## src/rtl/ex_muldiv.sv

```systemverilog
// rtl/ex_muldiv.sv - iterative RV32M multiply/divide execute unit
module ex_muldiv #(
  parameter int XLEN = 32
) (
  input  logic            clk,
  input  logic            rst,
  input  logic            start_i,
  input  logic            kill_i,
  input  logic [2:0]      funct3_i,
  input  logic [XLEN-1:0] op_a_i,
  input  logic [XLEN-1:0] op_b_i,
  input  logic [4:0]      rd_i,
  output logic            busy_o,
  output logic            done_o,
  output logic [XLEN-1:0] result_o,
  output logic [4:0]      rd_o
);
  localparam int CW = $clog2(XLEN + 1);

  typedef enum logic [1:0] {IDLE, CALC, FIX, DONE} state_t;
  state_t state, state_nxt;

  logic [2:0]      funct3_q;
  logic [4:0]      rd_q;
  logic [CW-1:0]   cnt;
  logic [XLEN-1:0] mag_a, mag_b;
  logic            neg_a, neg_b;
  // hi/lo hold the running product for multiply, remainder/quotient for divide
  logic [XLEN-1:0] hi, lo;

  logic            accept, in_div, sgn_a, sgn_b, in_neg_a, in_neg_b;
  logic            div_zero, ovf, fast;
  logic [XLEN-1:0] in_mag_a, in_mag_b, fast_res;

  assign accept   = start_i && !kill_i && (state == IDLE || state == DONE);
  assign in_div   = funct3_i[2];
  assign sgn_b    = (funct3_i == 3'b001) || (funct3_i == 3'b100) || (funct3_i == 3'b110);
  assign sgn_a    = sgn_b || (funct3_i == 3'b010);
  assign in_neg_a = sgn_a && op_a_i[XLEN-1];
  assign in_neg_b = sgn_b && op_b_i[XLEN-1];
  assign in_mag_a = in_neg_a ? -op_a_i : op_a_i;
  assign in_mag_b = in_neg_b ? -op_b_i : op_b_i;

  assign div_zero = in_div && (op_b_i == '0);
  assign ovf      = in_div && !funct3_i[0] && (op_a_i == {1'b1, {(XLEN-1){1'b0}}})
                    && (op_b_i == '1);
  assign fast     = div_zero || ovf;

  always_comb begin
    fast_res = '0;
    if (div_zero) begin
      fast_res = funct3_i[1] ? op_a_i : '1;
    end else if (ovf) begin
      // op_a_i is the most negative value here, which is also the DIV answer
      fast_res = funct3_i[1] ? '0 : op_a_i;
    end
  end

  logic [XLEN:0] mul_sum, div_shift, div_diff;
  assign mul_sum   = {1'b0, hi} + (lo[0] ? {1'b0, mag_a} : '0);
  assign div_shift = {hi, lo[XLEN-1]};
  assign div_diff  = div_shift - {1'b0, mag_b};

  logic [2*XLEN-1:0] prod, prod_s;
  logic [XLEN-1:0]   quo_s, rem_s, fix_res;
  assign prod    = {hi, lo};
  assign prod_s  = (neg_a ^ neg_b) ? -prod : prod;
  assign quo_s   = (neg_a ^ neg_b) ? -lo : lo;
  assign rem_s   = neg_a ? -hi : hi;
  assign fix_res = funct3_q[2] ? (funct3_q[1] ? rem_s : quo_s)
                 : ((funct3_q[1:0] == 2'b00) ? prod_s[XLEN-1:0] : prod_s[2*XLEN-1:XLEN]);

  always_ff @(posedge clk) begin
    if (rst) begin
      state <= IDLE;
    end else begin
      state <= state_nxt;
    end
  end

  always_comb begin
    state_nxt = state;
    busy_o    = 1'b0;
    done_o    = 1'b0;
    case (state)
      IDLE, DONE: begin
        done_o    = (state == DONE);
        state_nxt = accept ? (fast ? DONE : CALC) : IDLE;
      end
      CALC: begin
        busy_o = 1'b1;
        if (cnt == CW'(1)) begin
          state_nxt = FIX;
        end
      end
      FIX: begin
        busy_o    = 1'b1;
        state_nxt = DONE;
      end
      default: state_nxt = IDLE;
    endcase
    if (kill_i) begin
      state_nxt = IDLE;
    end
  end

  always_ff @(posedge clk) begin
    if (rst) begin
      funct3_q <= '0;
      rd_q     <= '0;
      cnt      <= '0;
      mag_a    <= '0;
      mag_b    <= '0;
      neg_a    <= 1'b0;
      neg_b    <= 1'b0;
      hi       <= '0;
      lo       <= '0;
      result_o <= '0;
      rd_o     <= '0;
    end else if (!kill_i) begin
      if (accept) begin
        funct3_q <= funct3_i;
        rd_q     <= rd_i;
        cnt      <= CW'(XLEN);
        mag_a    <= in_mag_a;
        mag_b    <= in_mag_b;
        neg_a    <= in_neg_a;
        neg_b    <= in_neg_b;
        hi       <= '0;
        lo       <= in_div ? in_mag_a : in_mag_b;
        if (fast) begin
          result_o <= fast_res;
          rd_o     <= rd_i;
        end
      end else if (state == CALC) begin
        cnt <= cnt - CW'(1);
        if (funct3_q[2]) begin
          if (!div_diff[XLEN]) begin
            hi <= div_diff[XLEN-1:0];
            lo <= {lo[XLEN-2:0], 1'b1};
          end else begin
            hi <= div_shift[XLEN-1:0];
            lo <= {lo[XLEN-2:0], 1'b0};
          end
        end else begin
          hi <= mul_sum[XLEN:1];
          lo <= {mul_sum[0], lo[XLEN-1:1]};
        end
      end else if (state == FIX) begin
        result_o <= fix_res;
        rd_o     <= rd_q;
      end
    end
  end
endmodule

```

## config.mk

```make
export PLATFORM = sky130hd
export DESIGN_NAME = ex_muldiv
export DESIGN_NICKNAME = d
export VERILOG_FILES = /design/src/rtl/ex_muldiv.sv
export SDC_FILE = /design/constraint.sdc
export NUM_CORES = 1
export LEC_CHECK = 0
export CAP_MARGIN = 10
export CORE_MARGIN = 4
export CORE_UTILIZATION = 45
export CTS_BUF_LIST = sky130_fd_sc_hd__clkbuf_8
export DETAILED_ROUTE_END_ITERATION = 10
export GPL_TIMING_DRIVEN = 0
export SLEW_MARGIN = 20
export SYNTH_ARGS = -nofsm -noshare
export SYNTH_HDL_FRONTEND = slang
export SYNTH_SLANG_ARGS = --single-unit
```

## constraint.sdc

```tcl
create_clock -name clk -period 8.3 [get_ports clk]
set_input_delay 1.66 -clock clk [delete_from_list [all_inputs] [get_ports clk]]
set_output_delay 1.66 -clock clk [all_outputs]
set_load 0.1 [all_outputs]
```

==> results of run 1 <==
## routing by layer
| metal | track usage | wire length, µm |
|---|---|---|
| met3 | 0.0934 | 8540 |
| met4 | 0.198 | 4680 |
| met5 | 0 | 13 |
| met1 | 0.522 | 31500 |
| met2 | 0.545 | 30900 |
## cell families after synthesis
kind of cell	count (synthesis)
DFF	183
adders and majority gates	77
and+or+nand+nor	703
buffers and inverters	227
AOI/OAI and AO/OA	712
xor gates and xnor gates	201
muxes	67
## stage by stage
step,cells,setup slack (ns),instance area (µm²),hold WS (ns),power [W]
2_1_floorplan,2170,3.92,15900,0.432,0.00147
3_3_place_gp,2736,2.55,17600,0.441,0.00176
3_5_place_dp,2736,2.49,17600,0.443,0.00177
4_1_cts,2768,3.03,17900,0.458,0.00240
5_1_grt,2768,2.63,17900,0.476,0.00251
6_report,2769,2.77,17900,0.463,0.00243
## critical path: stages
cell and delay (ns):
clkdlybuf4s50_1 0.68, nor4_1 0.46, nand4b_1 0.36, nor4_1 0.96, and4_1 0.36, nor2b_1 0.14
o21ai_1 0.36, clkbuf_1 0.44, o211ai_1 0.32, o21ai_0 0.13, nor2_1 0.09
## layout make-up
cell class	count	area, µm²	share of cell area
Multi-Input combinational cell	1760	11300	0.632
Buffer	164	628	0.0350
Clock inverter	14	139	0.00774
Timing Repair Buffer	111	1110	0.0619
Clock buffer	18	248	0.0138
Antenna cell	1	2.50	0.000139
Inverter	63	236	0.0132
Sequential cell	183	3660	0.204
Tap cell	455	569	0.0317
## Yosys cell counts, types with 33 or more instances
library cell	n	area, µm²
a211oi_1	70	526
dfxtp_1	183	3660
nor3_1	56	280
clkbuf_1	138	518
nand4_1	33	206
ha_1	75	938
xnor2_1	109	955
nand2_1	177	664
nor2_1	231	867
mux2i_1	66	661
o211ai_1	55	413
inv_1	62	233
o21ai_0	154	771
a21oi_1	183	916
xor2_1	92	806
and2_1	35	219
## flip-flops by register name, summed over array words and instances, names as in the netlist
register,flops
rd_o,5
cnt,6
rd_q,5
mag_a,32
funct3_q,3
hi,32
neg_a,1
neg_b,1
state,2
lo,32
result_o,32
mag_b,32
## path summary, 6_finish.rpt
path,end,startpoint,depth (start not counted)
min,mag_a[0],mag_a[0],2
max reg2reg,hi[1],hi[0],12
min reg2reg,mag_a[0],mag_a[0],2
max,result_o[12],op_a_i[6],11
## report_power, final
| part | internal [W] | switching, W |
|---|---|---|
| sequential | 0.000928 | 0.0000367 |
| clock | 0.000254 | 0.000398 |
| combinational | 0.000252 | 0.000564 |
==> metrics.md, run 1 <==
| Metric | Value |
|---|---|
| RSZ-0062 raised after global routing | `false` |
| CP arrival | `5.99 ns` |
| Minimum clock period | `5.53 ns` |
| Largest net degree at the start of global routing | `18` |
| Std cell rows | `slightly below 70` |
| Initial DRC Count | `around 2400` |
| Global route overflow | `0` |
| Critical path peak fanout | `10` |
| Die area | `38300 µm²` |
| GRT Total Usage | `0.379` |
| Post-cts resize count | `0` |
| Post-synth EDFFs | `0` |
| Starting Density | `0.458` |
| TritonCTS buffer count | `17` |
| Worst-path clk slew | `0.11 ns` |
| Via count | `around 18000` |
| Seq cells post-synth | `~180` |
| Initial antenna violation count | `1` |
| NumNets Final | `2453` |
| Worst-Skew Late Latency | `0.54 ns` |
| Critical Path RT | `8.76 ns` |
| ANT nets after route | `0` |
| Worst-margin pin slew | `about 1.2 ns` |
| Critical Path Source Type | `input pin` |
| Synth-to-layout area growth | `13.1%` |
| CTS tree | `done` |
| # setup viols final | `0` |
| Pwr dens | `136 nW/µm²` |
| Final hold vios | `0` |
| Status | `completed` |
| Sequential fraction of the synthesis area | `0.231` |
| Syn nets | `between 2000 and 2500` |
| Final setup TNS | `0 ns` |
| Setup bufs post-CTS | `0` |
| Ys Warns | `0` |
| Final Util | `0.518` |
| First-pass GRT wire length | `109000 µm` |
| Skew final | `0.0222 ns` |
| Max VDD drop | `0.000136 V` |
| Boundary Pins | `115` |
| Highest Clock Rate | `181 MHz` |
| WL/cell | `27.3 µm` |
| FF-to-FF setup slack | `approximately 3.3 ns` |
| Port Buffer Count | `between 100 and 150` |
| Yosys cell types | `75` |
| Simple-Gate Fraction of Synth Area | `0.215` |
| Die X | `between 150 and 200 µm` |
| Synth Area in Compound Gates | `0.284` |
| Vias per std cell | `6.53` |
| Vias in the first global route | `16340` |
| Max-cap viol count | `0` |
| Commonest non-fill, non-tap cells in the layout | `nor2_1 (230), a21oi_1 (183), dfxtp_1 (183)` |
| Worst hold path type | `reg -> reg` |
| Post-synth top flop | `dfxtp_1` |
| Fill cell count | `~3500` |
| Final wirelength | `75600 µm` |
| Post-synthesis xor/xnor area fraction | `0.111` |
| Dpl hpwl | `approximately 61000 µm` |
| Post-synthesis mux area share | `0.0423` |
| Syn Inst Count | `about 2200` |
| Worst slew margin | `0.209` |
| Async SR Flop Fraction | `0` |
| H-tree Lvls | `4` |
| Cts hold-fix bufs | `0` |
| # DRC | `0` |
| Synth Area in Adders | `0.0617` |
| Clk root buf | `clkbuf_8` |
| Commonest non-fill, non-tap cell in the layout | `nor2_1` |
| Pre-antenna DRT Iters | `6` |
| Core ar. | `34600 µm²` |
| DIE HEIGHT | `roughly 200 µm` |
| Crit path kind | `in -> reg` |
| Clock Path Buffers | `2` |
| Layout cells sized above 1 | `0.0324` |
| CTS sink cnt | `183` |
| Synth Area per Inst | `7.31 µm²` |
| Final Max Slew Viols | `0` |
| P_leak | `6.50 nW` |
| RD Place Congestion | `1.02` |
| Syn Std Cell Area | `15900 µm²` |
| Largest family of logic cells by synthesized area | `compound AO/OA/AOI/OAI gates` |
| Tcrit/Tclk final | `0.666` |
| Crit end category | `register` |
Note: power is estimated with default switching activity, not from simulation.
==> inputs of run 2 (changes only) <==
--- a/config.mk
+++ b/config.mk
@@ -11,6 +11,7 @@
 export CTS_BUF_LIST = sky130_fd_sc_hd__clkbuf_8
 export DETAILED_ROUTE_END_ITERATION = 10
 export GPL_TIMING_DRIVEN = 0
+export PLACE_DENSITY = 0.66
 export SLEW_MARGIN = 20
 export SYNTH_ARGS = -nofsm -noshare
 export SYNTH_HDL_FRONTEND = slang
==> constraint.sdc (replaced) <==
create_clock -name clk -period 5.01 [get_ports clk]
set_input_delay 1.002 -clock clk [delete_from_list [all_inputs] [get_ports clk]]
set_output_delay 1.002 -clock clk [all_outputs]
set_load 0.1 [all_outputs]
==> run 2 against run 1 <==
Against the previous run: final cell count stayed put; clock skew is 0.0024 ns higher; critical path depth is 1 lower; register-to-register slack worse by 3.1 ns; die area stayed put; core utilization is 0.11 points higher; via count hardly changed; first-iteration DRC count is 9.1% lower; non-clock buffer count stayed put; final area is 0.22% higher; wire length is 0.12% lower; setup slack worse by 2.7 ns.
==> metrics.md, run 2 (synthesized netlist as in run 1, its figures left out) <==
| Metric | Value |
|---|---|
| Worst hold path type | `reg -> reg` |
| Starting Density | `0.458` |
| Final Max Slew Viols | `0` |
| Pwr dens | `224 nW/µm²` |
| Clk root buf | `clkbuf_8` |
| Vias per std cell | `6.53` |
| Tcrit/Tclk final | `0.989` |
| CTS sink cnt | `183` |
| Final wirelength | `approximately 75000 µm` |
| TritonCTS buffer count | `17` |
| Pwr Total | `0.00403 W` |
| Std cell rows | `68` |
| CTS tree | `done` |
| P_leak | `roughly 6.5 nW` |
| Commonest non-fill, non-tap cells in the layout | `nor2_1 (230), a21oi_1 (183), dfxtp_1 (183)` |
| Initial DRC Count | `2146` |
| GRT Total Usage | `0.379` |
| Cts hold-fix bufs | `0` |
| Slowest cell on the critical path | `nor4_1` |
| Worst-margin pin slew | `1.33 ns` |
| WL/cell | `27.3 µm` |
| ANT nets after route | `0` |
| Clock Path Buffers | `2` |
| Cell Chain, Critical Path | `clkdlybuf4s50_1 -> nor4_1 -> nand4_1 -> nor4_1 -> and4_1 -> nor2b_1 -> o21ai_1 -> clkbuf_1 -> o21bai_1 -> a31oi_1` |
| Pre-antenna DRT Iters | `8` |
| First-pass GRT wire length | `around 110000 µm` |
| Skew final | `0.0246 ns` |
| RD Place Congestion | `1.02` |
| CP arrival | `5.39 ns` |
| Status | `completed` |
| Commonest non-fill, non-tap cell in the layout | `nor2_1` |
| Worst-Skew Late Latency | `0.52 ns` |
| Max-cap viol count | `0` |
| Boundary Pins | `115` |
| Final setup TNS | `0 ns` |
| NumNets Final | `2453` |
| Global route overflow | `0` |
| # DRC | `0` |
| Max VDD drop | `0.000321 V` |
| Worst slew margin | `0.108` |
| Die area | `38300 µm²` |
| Worst-path clk slew | `between 0.1 and 0.15 ns` |
| Crit path kind | `in -> reg` |
| Via count | `18070` |
| Minimum clock period | `4.95 ns` |
| Dpl hpwl | `60400 µm` |
| Die X | `~200 µm` |
| Vias in the first global route | `16537` |
| Fin cells | `2769` |
| Crit end category | `register` |
| Highest Clock Rate | `202 MHz` |
| # setup viols final | `0` |
| Critical Path RT | `5.45 ns` |
| Largest stage delay on the critical path | `0.91 ns` |
| Critical Path Source Type | `input pin` |
| Initial antenna violation count | `1` |
| Inst Count DP | `2736` |
| H-tree Lvls | `4` |
| DIE HEIGHT | `196 µm` |
| Largest net degree at the start of global routing | `20` |
| Final hold vios | `0` |
| CP top delay family | `simple AND/OR/NAND/NOR gates` |
| Fill cell count | `3501` |
| Setup bufs post-CTS | `0` |
| Final Util | `0.519` |
| Layout cells sized above 1 | `0.0337` |
| WP buf/inv | `2` |
| Port Buffer Count | `111` |
| Synth-to-layout area growth | `13.3%` |
| Cell repeated most along the worst path | `nor4_1` |
| RSZ-0062 raised after global routing | `false` |
| Critical path peak fanout | `10` |
| Core ar. | `approximately 35000 µm²` |
-- run 2: final cells by class --
class                      count  area (µm²)  share of cell area
multi-input combinational   1760       11400               0.632
sequential                   183        3660               0.204
timing repair buffer         111        1110              0.0618
buffer                       164         636              0.0353
tap                          455         569              0.0317
inverter                      63         236              0.0132
clock buffer                  17         234              0.0130
clock inverter                15         163             0.00905
antenna                        1        2.50            0.000139
-- run 2: metal layers --
metal | global-route usage | vias to the layer above | part of all wire
li1 | - | 8168 | -
met2 | 0.549 | 1046 | 0.41
met4 | 0.180 | 0 | 0.057
met1 | 0.535 | 8665 | 0.43
met5 | 0 | - | 0
met3 | 0.0811 | 191 | 0.11
-- run 2: power by group --
part           switching [W]  internal [W]  leakage, nW
registers          0.0000643       0.00154         1.49
logic               0.000946      0.000418         4.83
clock network       0.000690      0.000372        0.193
total                0.00170       0.00233         6.51
-- run 2: per-stage QoR --
step	area (µm²)	hold WS, ns	worst slack, ns
after floorplan	15900	0.432	1.29
after global placement	17600	0.439	-0.131
after detailed placement	17600	0.447	-0.170
after CTS	18000	0.462	0.0280
after global routing	18000	0.490	0.0383
final	18000	0.464	0.0559
-- run 2: repair_timing --
| action | 4_1_cts | 5_1_grt |
|---|---|---|
| endpoints found under the setup margin | 29 | 19 |
| endpoints found under the hold margin | 0 | 0 |
| gates resized for setup | 3 | 2 |
-- run 2: tightest hold or removal path, cell delays in order, from the launching register on --
cell,delay [ns]
dfxtp_1,0.32
nand2_1,0.05
a21oi_1,0.05
-- run 2: worst paths after layout --
| path | startpoint | to | slack (ns) | cells past startpoint |
|---|---|---|---|---|
| setup reg to reg | hi[0] | hi[23] | 0.18 | 12 |
| setup / recovery | op_a_i[13] | result_o[21] | 0.06 | 10 |
| hold reg to reg | mag_a[0] | mag_a[0] | 0.46 | 2 |
| hold / removal | mag_a[0] | mag_a[0] | 0.46 | 2 |
